### src/rtl/prio_enc_arbiter.sv
// Eight requesters sharing one resource through a fixed-priority one-hot arbiter.
// Define PRIO_ENC_ARB_PREEMPT_EN for preemptive arbitration; default is non-preemptive.

module req_dev (
    input  logic       clk,
    input  logic       rst_n,
    input  logic       gen_req_i,
    input  logic       grant_i,
    input  logic [3:0] req_time_i,
    output logic       req_o
);

    typedef enum logic {
        IDLE = 1'b0,
        PEND = 1'b1
    } state_e;

    state_e     state_q, state_d;
    logic [3:0] cnt_q, cnt_d;

    always_ff @(posedge clk or negedge rst_n) begin
        if (!rst_n) begin
            state_q <= IDLE;
            cnt_q   <= 4'd0;
        end else begin
            state_q <= state_d;
            cnt_q   <= cnt_d;
        end
    end

    always_comb begin
        state_d = state_q;
        cnt_d   = cnt_q;
        unique case (state_q)
            IDLE: begin
                if (gen_req_i) begin
                    state_d = PEND;
                    // A zero budget still needs one granted edge to release
                    cnt_d   = (req_time_i == 4'd0) ? 4'd1 : req_time_i;
                end
            end
            PEND: begin
                if (grant_i) begin
                    cnt_d = cnt_q - 4'd1;
                    if (cnt_q == 4'd1) begin
                        state_d = IDLE;
                    end
                end
            end
            default: state_d = IDLE;
        endcase
    end

    assign req_o = (state_q == PEND);

endmodule

module prio_enc_arb (
    input  logic       clk,
    input  logic       rst_n,
    input  logic [7:0] req_i,
    output logic [7:0] grant_o
);

    logic [7:0] grant_q, grant_d;
    logic [7:0] lowest;

    // Isolate the lowest set request bit (bit 0 has top priority)
    assign lowest = req_i & (~req_i + 8'd1);

`ifdef PRIO_ENC_ARB_PREEMPT_EN
    always_comb begin
        grant_d = lowest;
    end
`else
    logic held;

    assign held = |(grant_q & req_i);

    always_comb begin
        grant_d = lowest;
        if (held) begin
            grant_d = grant_q;
        end
    end
`endif

    always_ff @(posedge clk or negedge rst_n) begin
        if (!rst_n) begin
            grant_q <= 8'h00;
        end else begin
            grant_q <= grant_d;
        end
    end

    assign grant_o = grant_q;

endmodule

module prio_enc_arbiter (
    input  logic       CLK,
    input  logic       RESET,
    input  logic [7:0] GEN_REQ,
    input  logic [3:0] REQ_TIME0,
    input  logic [3:0] REQ_TIME1,
    input  logic [3:0] REQ_TIME2,
    input  logic [3:0] REQ_TIME3,
    input  logic [3:0] REQ_TIME4,
    input  logic [3:0] REQ_TIME5,
    input  logic [3:0] REQ_TIME6,
    input  logic [3:0] REQ_TIME7,
    output logic [7:0] REQ,
    output logic [7:0] GRANT
);

    logic [3:0] req_time [8];

    assign req_time[0] = REQ_TIME0;
    assign req_time[1] = REQ_TIME1;
    assign req_time[2] = REQ_TIME2;
    assign req_time[3] = REQ_TIME3;
    assign req_time[4] = REQ_TIME4;
    assign req_time[5] = REQ_TIME5;
    assign req_time[6] = REQ_TIME6;
    assign req_time[7] = REQ_TIME7;

    for (genvar n = 0; n < 8; n++) begin : g_dev
        req_dev u_dev (
            .clk        (CLK),
            .rst_n      (RESET),
            .gen_req_i  (GEN_REQ[n]),
            .grant_i    (GRANT[n]),
            .req_time_i (req_time[n]),
            .req_o      (REQ[n])
        );
    end

    prio_enc_arb u_arb (
        .clk     (CLK),
        .rst_n   (RESET),
        .req_i   (REQ),
        .grant_o (GRANT)
    );

endmodule

### config.mk
export PLATFORM = sky130hd
export DESIGN_NAME = prio_enc_arbiter
export DESIGN_NICKNAME = d
export VERILOG_FILES = /design/src/rtl/prio_enc_arbiter.sv
export SDC_FILE = /design/constraint.sdc
export NUM_CORES = 1
export LEC_CHECK = 0
export CORE_MARGIN = 3
export CORE_UTILIZATION = 56
export CTS_CLUSTER_DIAMETER = 200
export DETAILED_ROUTE_END_ITERATION = 16
export PLACE_DENSITY = 0.85
export SYNTH_ARGS = -nofsm -noshare
export SYNTH_HDL_FRONTEND = slang
export SYNTH_SLANG_ARGS = --single-unit
### constraint.sdc
create_clock -name CLK -period 2.6 [get_ports CLK]
set_clock_uncertainty 0.05 [all_clocks]
set_input_delay 0.26 -clock CLK [delete_from_list [all_inputs] [get_ports CLK]]
set_output_delay 0.26 -clock CLK [all_outputs]
set_load 0.005 [all_outputs]
==> results of run 1 <==
[report_power, final]
part           internal (W)  total [W]  switching, W
combinational      0.000467   0.000882      0.000415
sequential         0.000957    0.00122      0.000267
clock              0.000217   0.000448      0.000231
total               0.00164    0.00255      0.000913
[sequential cells by signal, indices dropped and copies added, names as in the netlist]
register,flops
g_dev.u_dev.req_o,8
g_dev.u_dev.cnt_q,32
u_arb.grant_o,8
[per-stage QoR]
step	instance area, um^2	setup WS (ns)	cells	hold slack [ns]
after CTS	3580	0.722	435	0.501
after global routing	3580	0.651	435	0.545
after detailed placement	3480	0.850	426	0.283
final	3580	0.745	435	0.472
after floorplan	3010	1.05	330	-0.0856
after global placement	3480	0.893	426	0.292
[cells by family after synthesis]
| family | synth area share [%] |
|---|---|
| AND/OR/NAND/NOR | 18.4 |
| multiplexers | 6.82 |
| AO/OA/AOI/OAI | 14.0 |
| adder cells (fa/ha/maj) | 6.66 |
| buffers and inverters | 9.20 |
| XOR/XNOR | 4.95 |
| flip-flops | 39.9 |
[cell usage in the layout, fill, tap and decap left out, types with 7 or more instances in the layout]
cell              n
nand2b_1          9
a21oi_1          18
xor2_1           12
nor3_1           10
o21ai_0          26
nand2_1          39
clkdlybuf4s50_1  56
mux2i_1          16
o22ai_1           7
inv_1            21
dfrtp_1          48
nor4b_1          12
nor2_1           22
ha_1             16
[per-layer routing]
metal	vias up	wire length (um)	global-route usage, %
li1	1196	-	-
met1	1120	2670	25.5
met2	51	2780	34.0
met3	8	231	4.20
met4	0	109	7.90
met5	-	0	0
[layout make-up]
cell class	instances	area (um^2)
well taps	70	87.6
multi-input cells	228	1530
repair buffers	60	591
fillers	430	1560
flip-flops and latches	48	1200
clock buffers	8	90.1
inverters	21	78.8
[what timing repair did]
action,in CTS,in global routing
endpoints found under the hold margin,28,0
hold buffers,1,0
gates resized for setup,0,0
endpoints found under the setup margin,0,0
[worst max-delay path by stage]
stage,to,slack [ns],cells after the start
final,REQ[0],0.75,1
after global routing,REQ[0],0.65,1
after floorplan,u_arb.grant_o[0],1.05,5
after CTS,REQ[0],0.72,1
after global placement,u_arb.grant_o[3],0.89,4
after detailed placement,u_arb.grant_o[3],0.85,4
==> results.md, run 1 <==
- Post-Route WL: 5790 um
- Nets: 422
- Peak supply drop: 0.427 mV
- Cell area after synthesis: 3010 um^2
- Die area: 6280 um^2
- Area leader, netlist: dfrtp_1
- Antenna violations before repair: 0
- Fmax: 0.539 GHz
- CP bufs+invs: 1
- Root buffer cell: clkbuf_8
- Cell family with most CP delay: flip-flops
- Synth warn: 0
- Largest net degree at the start of global routing: 31
- Clk_lat worst skew: 0.30 ns
- Worst EP required: 2.29 ns
- TritonCTS clock tree: done
- Tmin final: 1.85 ns
- CP max stage cell: dfrtp_1
- DRT iter0 DRCs: 98
- Yosys cell types: 37
- Status: complete, no violations
- Max cap viols: 0
- Area grow syn2layout: 19.0%
- GRT overflow: 0
- Crit path from: g_dev[0].u_dev.req_o
- H-tree Lvls: 2
- Hold WC Path Type: in -> async
- Gr usage total: 20.3%
- Most common cell in the netlist: dfrtp_1
- Sequential fraction of the synthesis area: 40.0%
- Final Hold Fails: 0
- Layout cells sized above 1: 4.38%
- RSZ-0062 raised after global routing: false
- Final Util: 69.6%
- Routed WL per cell: 13.3 um
- Mean post-synth cell area: 9.11 um^2
- Clock edge transition at the registers on the reported setup and hold paths: 0.08 ns
- Slew Limit Headroom: 56.4%
- Post-Syn Instances: 330
- # diodes: 0
- Flops & latches, synth: 48
- Die height: 79.3 um
- R2r endpoint: u_arb.grant_o[3]
- Worst Reg-to-Reg Cells: 4
- Ys flop type: dfrtp_1
- Tot Pwr: 0.00255 W
- Crit path kind: reg -> out
- Vias/cell: 5.46
- Max Transition Viols Final: 0
- TritonCTS Buffers: 5
- First-pass GRT wire length: 10100 um
- Final setup vio count: 0
- PD cells: 714 nW/um^2
- Core Rows: 26
- Initial DRT Pass Iterations: 5
- Post-synth top area share: 40.0%
- Initial Util: 58.5%
- Arrival time at the worst endpoint: 1.54 ns
- Actual slew at the worst max-slew pin: 0.654 ns
- Leakage: 1.55 nW
- Critical path, cell by cell: clkdlybuf4s50_1
- PortBufs: 57
- # clock sinks: 48
- Synth cell count leaders: dfrtp_1, nand2_1, o21ai_0
- GPL Wtd Cong: 0.843
- Number of synthesized flops with an enable pin: 0
- Fin crit share: 71.3%
- Setup bufs post-CTS: 0
- Slowest stage delay, CP: 0.64 ns
- Dpl hpwl: 4470 um
- ANT nets after route: 0
- Clock tree buffer depth: 2
- Synthesized net count: 388
- Residual DRC: 0
- Post-Route Setup TNS: 0 ns
- Crit-path max FO: 17
- Async SR Flop Fraction: 100%
- FF-to-FF setup slack: 0.85 ns
- Number of global-route vias before repair: 2344
- Die width: 79.3 um
- Core area: 5140 um^2
- CP Capture Type: output pin
- Via count: 2375
- Top post-synthesis cells by area: dfrtp_1, ha_1, mux2i_1
- I/O Pins: 58
- Nature of the critical path startpoint: register
- Crit Reg-Reg Startpoint: g_dev[0].u_dev.req_o
Power figures use the tool's default switching activity.
==> inputs of run 2 (changes only) <==
- CORE_UTILIZATION: 56 -> 52
- PLACE_DENSITY: 0.85 -> 0.8
- clock period: 2.6 -> 1.9 ns (I/O delays scaled with it)
==> run 2 against run 1 <==
Net effect:
- sequential share of layout area fell by 0.52 points
- total power grew 35%
- setup slack got worse by 0.55 ns
- critical path type unchanged
- global-route usage fell by 1.7 points
- non-clock buffer count is 10 higher
- cell count grew 2.1%
- largest power group unchanged
- flip-flop and latch count unchanged
==> results.md, run 2 (synthesis gave the netlist of run 1 again) <==
- Status: complete, no violations (unchanged)
- Crit path kind: reg -> out (unchanged)
- Commonest non-fill, non-tap cell in the layout: clkdlybuf4s50_1 (unchanged)
- Initial Util: 54.3% (was 58.5%)
- Routed WL per cell: 13.2 um (was 13.3 um)
- Slew Limit Headroom: 61.7% (was 56.4%)
- Tot Pwr: 0.00345 W (was 0.00255 W)
- Dpl hpwl: 4570 um (was 4470 um)
- Area grow syn2layout: 20.8% (was 19.0%)
- Number of fill cells in the layout: 477 (was 430)
- Final Hold Fails: 0 (unchanged)
- Residual DRC: 0 (unchanged)
- PortBufs: 57 (unchanged)
- TritonCTS clock tree: done (unchanged)
- I/O Pins: 58 (unchanged)
- Gr usage total: 18.6% (was 20.3%)
- Die area: 6730 um^2 (was 6280 um^2)
- Largest net degree at the start of global routing: 25 (was 31)
- Register bank with the most flops: g_dev.u_dev.cnt_q (unchanged)
- Antenna violations before repair: 0 (unchanged)
- Fin crit share: 89.9%
- Clk_lat worst skew: 0.29 ns (was 0.30 ns)
- Core area: 5540 um^2 (was 5140 um^2)
- Post-Route Setup TNS: 0 ns (unchanged)
- Setup bufs post-CTS: 0 (unchanged)
- H-tree Lvls: 2 (unchanged)
- Actual slew at the worst max-slew pin: 0.575 ns (was 0.654 ns)
- GRT overflow: 0 (unchanged)
- Largest register FFs: 32 (unchanged)
- RSZ-0062 raised after global routing: false (unchanged)
- # clock sinks: 48 (unchanged)
- Max cap viols: 0 (unchanged)
- Most frequent cells in the layout: clkdlybuf4s50_1, dfrtp_1, nand2_1 (unchanged)
- DRT iter0 DRCs: 119 (was 98)
- GPL Wtd Cong: 0.869 (was 0.843)
- Peak supply drop: 0.534 mV (was 0.427 mV)
- Inst Count DP: 438 (was 426)
- ANT nets after route: 0 (unchanged)
- Arrival time at the worst endpoint: 1.47 ns (was 1.54 ns)
- Max Transition Viols Final: 0 (unchanged)
- Worst EP required: 1.66 ns (was 2.29 ns)
- Tmin final: 1.71 ns
- CTS Hold Bufs: 1 (unchanged)
- Root buffer cell: clkbuf_8 (unchanged)
- Core Rows: 27 (was 26)
- Via count: 2420 (was 2375)
- Number of global-route vias before repair: 2281 (was 2344)
- Final setup vio count: 0 (unchanged)
- # diodes: 0 (unchanged)
- Crit-path max FO: 11 (was 17)
- Vias/cell: 5.45 (was 5.46)
- PD cells: 951 nW/um^2 (was 714 nW/um^2)
- Hold WC Path Type: in -> async (unchanged)
- Layout cells sized above 1: 6.72% (was 4.38%)
- Leakage: 1.58 nW (was 1.55 nW)
- Final cell count without fillers: 444 (was 435)
- Clock tree buffer depth: 2 (unchanged)
- CP Capture Type: output pin (unchanged)
- TritonCTS Buffers: 5 (unchanged)
- Post-Route WL: 5850 um (was 5790 um)
- Clock edge transition at the registers on the reported setup and hold paths: 0.08 ns (about the same)
- First-pass GRT wire length: 9800 um (was 10100 um)
- Die width: 82.0 um (was 79.3 um)
- Die height: 82.0 um (was 79.3 um)
- Nature of the critical path startpoint: register (unchanged)
- Post-CTS Resized: 0 (unchanged)
- Fmax: 0.586 GHz
- Initial DRT Pass Iterations: 4 (was 5)
- Nets: 432 (was 422)
[run 2: changes by cell type in the layout (fill, tap and decap cells not counted), sizes merged]
cell,change
clkbuf,-3
buf,+10
[run 2: area by class of cell]
class                      instances  area, um^2  share of cell area (%)
sequential                        48        1200                    33.1
tap                               72        90.1                    2.48
inverter                          21        78.8                    2.17
clock buffer                       5        68.8                    1.89
timing repair buffer              70         666                    18.3
multi-input combinational        228        1530                    42.1
[run 2: final timing paths]
check	startpoint	to	slack, ns	depth (start not counted)
worst max-delay path	g_dev[0].u_dev.req_o	REQ[0]	0.19	2
worst min-delay path	RESET	g_dev[5].u_dev.cnt_q[1]	0.37	2
worst max register to register	u_arb.grant_o[2]	u_arb.grant_o[3]	0.29	4
worst min register to register	g_dev[7].u_dev.cnt_q[1]	g_dev[7].u_dev.cnt_q[1]	0.51	2
max in group asynchronous	RESET	u_arb.grant_o[3]	0.83	3
min in group CLK	REQ_TIME7[1]	g_dev[7].u_dev.cnt_q[1]	0.49	3
[run 2: per-layer routing]
layer	up-vias	part of all wire, %	track usage [%]
li1	1211	-	-
met1	1146	45	23.0
met2	53	48	31.7
met3	10	4.9	4.61
met4	0	1.7	5.98
met5	-	0	0
[run 2: power by group]
group | switching, W | total, W | internal, W | leakage [nW]
clock | 0.000303 | 0.000541 | 0.000238 | 0.0359
sequential | 0.000323 | 0.00163 | 0.00131 | 0.548
combinational | 0.000618 | 0.00128 | 0.000663 | 0.998
total | 0.00124 | 0.00345 | 0.00221 | 1.58
[run 2: critical path: stages (launching register included)]
cell             delay, ns
dfrtp_1               0.46
buf_4                 0.21
clkdlybuf4s50_1       0.51
[run 2: stage by stage]
stage,hold slack [ns],setup slack [ns],instance area (um^2),utilization (%)
floorplan,-0.156,0.347,3010,-
finish,0.367,0.193,3630,65.6
CTS,0.389,0.166,3630,65.6
global route,0.417,0.0901,3630,65.6
global placement,0.163,0.309,3550,64.2
detailed placement,0.172,0.274,3550,64.2
==> inputs of run 3 (changes only) <==
- SETUP_SLACK_MARGIN: not set -> 0.3
==> run 3 against run 2 <==
Net effect:
- count of clock-buffer cells in the layout unchanged
- setup slack better by 0.14 ns
- flip-flop and latch count unchanged
- clock power about the same
- sequential power about the same
- cell count up 3.4%
- non-clock buffer count up 15
- wire length up 5.5%
- total power up 3.0%
==> results.md, run 3 (synthesis gave the netlist of run 1 again) <==
- Fmax: 0.637 GHz (was 0.586 GHz)
- # diodes: 0 (unchanged)
- First-pass GRT wire length: 10000 um (was 9800 um)
- Peak supply drop: 0.539 mV (was 0.534 mV)
- Clock edge transition at the registers on the reported setup and hold paths: 0.08 ns (about the same)
- Initial DRT Pass Iterations: 4 (unchanged)
- Root buffer cell: clkbuf_8 (unchanged)
- # clock sinks: 48 (unchanged)
- Number of global-route vias before repair: 2324 (was 2281)
- Register bank with the most flops: g_dev.u_dev.cnt_q (unchanged)
- ANT nets after route: 0 (unchanged)
- Crit-path max FO: 7 (was 11)
- Clock tree buffer depth: 2 (unchanged)
- GRT overflow: 0 (unchanged)
- Max Transition Viols Final: 0 (unchanged)
- I/O Pins: 58 (unchanged)
- Tot Pwr: 0.00356 W (was 0.00345 W)
- Residual DRC: 0 (unchanged)
- Antenna violations before repair: 0 (unchanged)
- Layout cells sized above 1: 11.6% (was 6.72%)
- Inst Count DP: 438 (unchanged)
- Actual slew at the worst max-slew pin: 0.579 ns (was 0.575 ns)
- Via count: 2508 (was 2420)
- Final Util: 68.6% (was 65.6%)
- Number of fill cells in the layout: 452 (was 477)
- Die width: 82.0 um (unchanged)
- Worst EP required: 1.66 ns (about the same)
- Vias/cell: 5.46 (was 5.45)
- Gr usage total: 19.0% (was 18.6%)
- Routed WL per cell: 13.4 um (was 13.2 um)
- Final setup vio count: 0 (unchanged)
- Commonest non-fill, non-tap cell in the layout: clkdlybuf4s50_1 (unchanged)
- Tmin final: 1.57 ns (was 1.71 ns)
- Core Rows: 27 (unchanged)
- Largest net degree at the start of global routing: 25 (unchanged)
- DRT iter0 DRCs: 126 (was 119)
- Most frequent cells in the layout: clkdlybuf4s50_1, dfrtp_1, nand2_1 (unchanged)
- Post-Route Setup TNS: 0 ns (unchanged)
- Crit path kind: reg -> out (unchanged)
- Die height: 82.0 um (unchanged)
- Fin crit share: 82.6% (was 89.9%)
- GPL Wtd Cong: 0.869 (unchanged)
- H-tree Lvls: 2 (unchanged)
- Slew Limit Headroom: 61.4% (was 61.7%)
- Largest register FFs: 32 (unchanged)
- RSZ-0062 raised after global routing: true (was false)
- Final Hold Fails: 0 (unchanged)
- Dpl hpwl: 4570 um (unchanged)
- Final cell count without fillers: 459 (was 444)
- R2r endpoint: u_arb.grant_o[7] (was u_arb.grant_o[3])
- PortBufs: 57 (unchanged)
- CP Capture Type: output pin (unchanged)
- PD cells: 936 nW/um^2 (was 951 nW/um^2)
- Worst Reg-to-Reg Cells: 5 (was 4)
- Max cap viols: 0 (unchanged)
- Post-Route WL: 6170 um (was 5850 um)
- Nets: 447 (was 432)
- Status: complete, no violations (unchanged)
- FF-to-FF setup slack: 0.35 ns (was 0.29 ns)
- Arrival time at the worst endpoint: 1.33 ns (was 1.47 ns)
- TritonCTS clock tree: done (unchanged)
- Clk_lat worst skew: 0.29 ns (about the same)
- Core area: 5540 um^2 (unchanged)
- Area grow syn2layout: 26.3% (was 20.8%)
- Leakage: 1.67 nW (was 1.58 nW)
- Initial Util: 54.3% (unchanged)
- Nature of the critical path startpoint: register (unchanged)
- Hold WC Path Type: in -> async (unchanged)
- TritonCTS Buffers: 5 (unchanged)
- Crit Reg-Reg Startpoint: g_dev[0].u_dev.req_o (was u_arb.grant_o[2])
- Die area: 6730 um^2 (unchanged)
## run 3: area by class of cell
| class | count | area [um^2] | share of cell area (%) |
|---|---|---|---|
| multi-input cells | 228 | 1540 | 40.4 |
| flip-flops and latches | 48 | 1210 | 31.8 |
| repair buffers | 85 | 818 | 21.5 |
| well taps | 72 | 90.1 | 2.37 |
| inverters | 21 | 78.8 | 2.08 |
| clock buffers | 5 | 68.8 | 1.81 |
## run 3: worst max path at each step
stage | startpoint | end
6_report | g_dev[2].u_dev.req_o | REQ[2]
5_1_grt | g_dev[2].u_dev.req_o | REQ[2]
4_1_cts | g_dev[0].u_dev.req_o | REQ[0]
3_5_place_dp | u_arb.grant_o[2] | u_arb.grant_o[0]
3_3_place_gp | u_arb.grant_o[2] | u_arb.grant_o[3]
2_1_floorplan | g_dev[4].u_dev.req_o | u_arb.grant_o[0]
## run 3: worst max-delay path, cell delays in order (launching register included)
cell	delay (ns)
dfrtp_1	0.40
buf_6	0.14
clkdlybuf4s50_1	0.49
## run 3: through the flow
| stage | area, um^2 | setup slack (ns) | hold slack, ns |
|---|---|---|---|
| after global routing | 3800 | 0.261 | 0.417 |
| after CTS | 3690 | 0.295 | 0.389 |
| after global placement | 3550 | 0.309 | 0.163 |
| after floorplan | 3010 | 0.347 | -0.156 |
| final | 3800 | 0.330 | 0.370 |
| after detailed placement | 3550 | 0.274 | 0.172 |
## run 3: power breakdown
| part | switching (W) | internal (W) | leakage [nW] |
|---|---|---|---|
| Combinational | 0.000652 | 0.000732 | 1.10 |
| Sequential | 0.000315 | 0.00131 | 0.542 |
| Clock | 0.000306 | 0.000238 | 0.0359 |
| Total | 0.00127 | 0.00228 | 1.67 |
## run 3: layer usage
layer  share of wire [%]  global-route usage (%)
met5                   0                       0
met4                 1.6                    5.98
met3                 5.3                    4.61
met2                  49                    32.4
met1                  44                    23.6
## run 3: what timing repair did
item | CTS | global route
setup buffers | 5 | 10
cloned | 0 | 0
resized for setup | 6 | 12
hold buffers | 1 | 0
endpoints found under the setup margin | 9 | 17
hold endpoints to repair | 22 | 0
pin swaps | 1 | 2
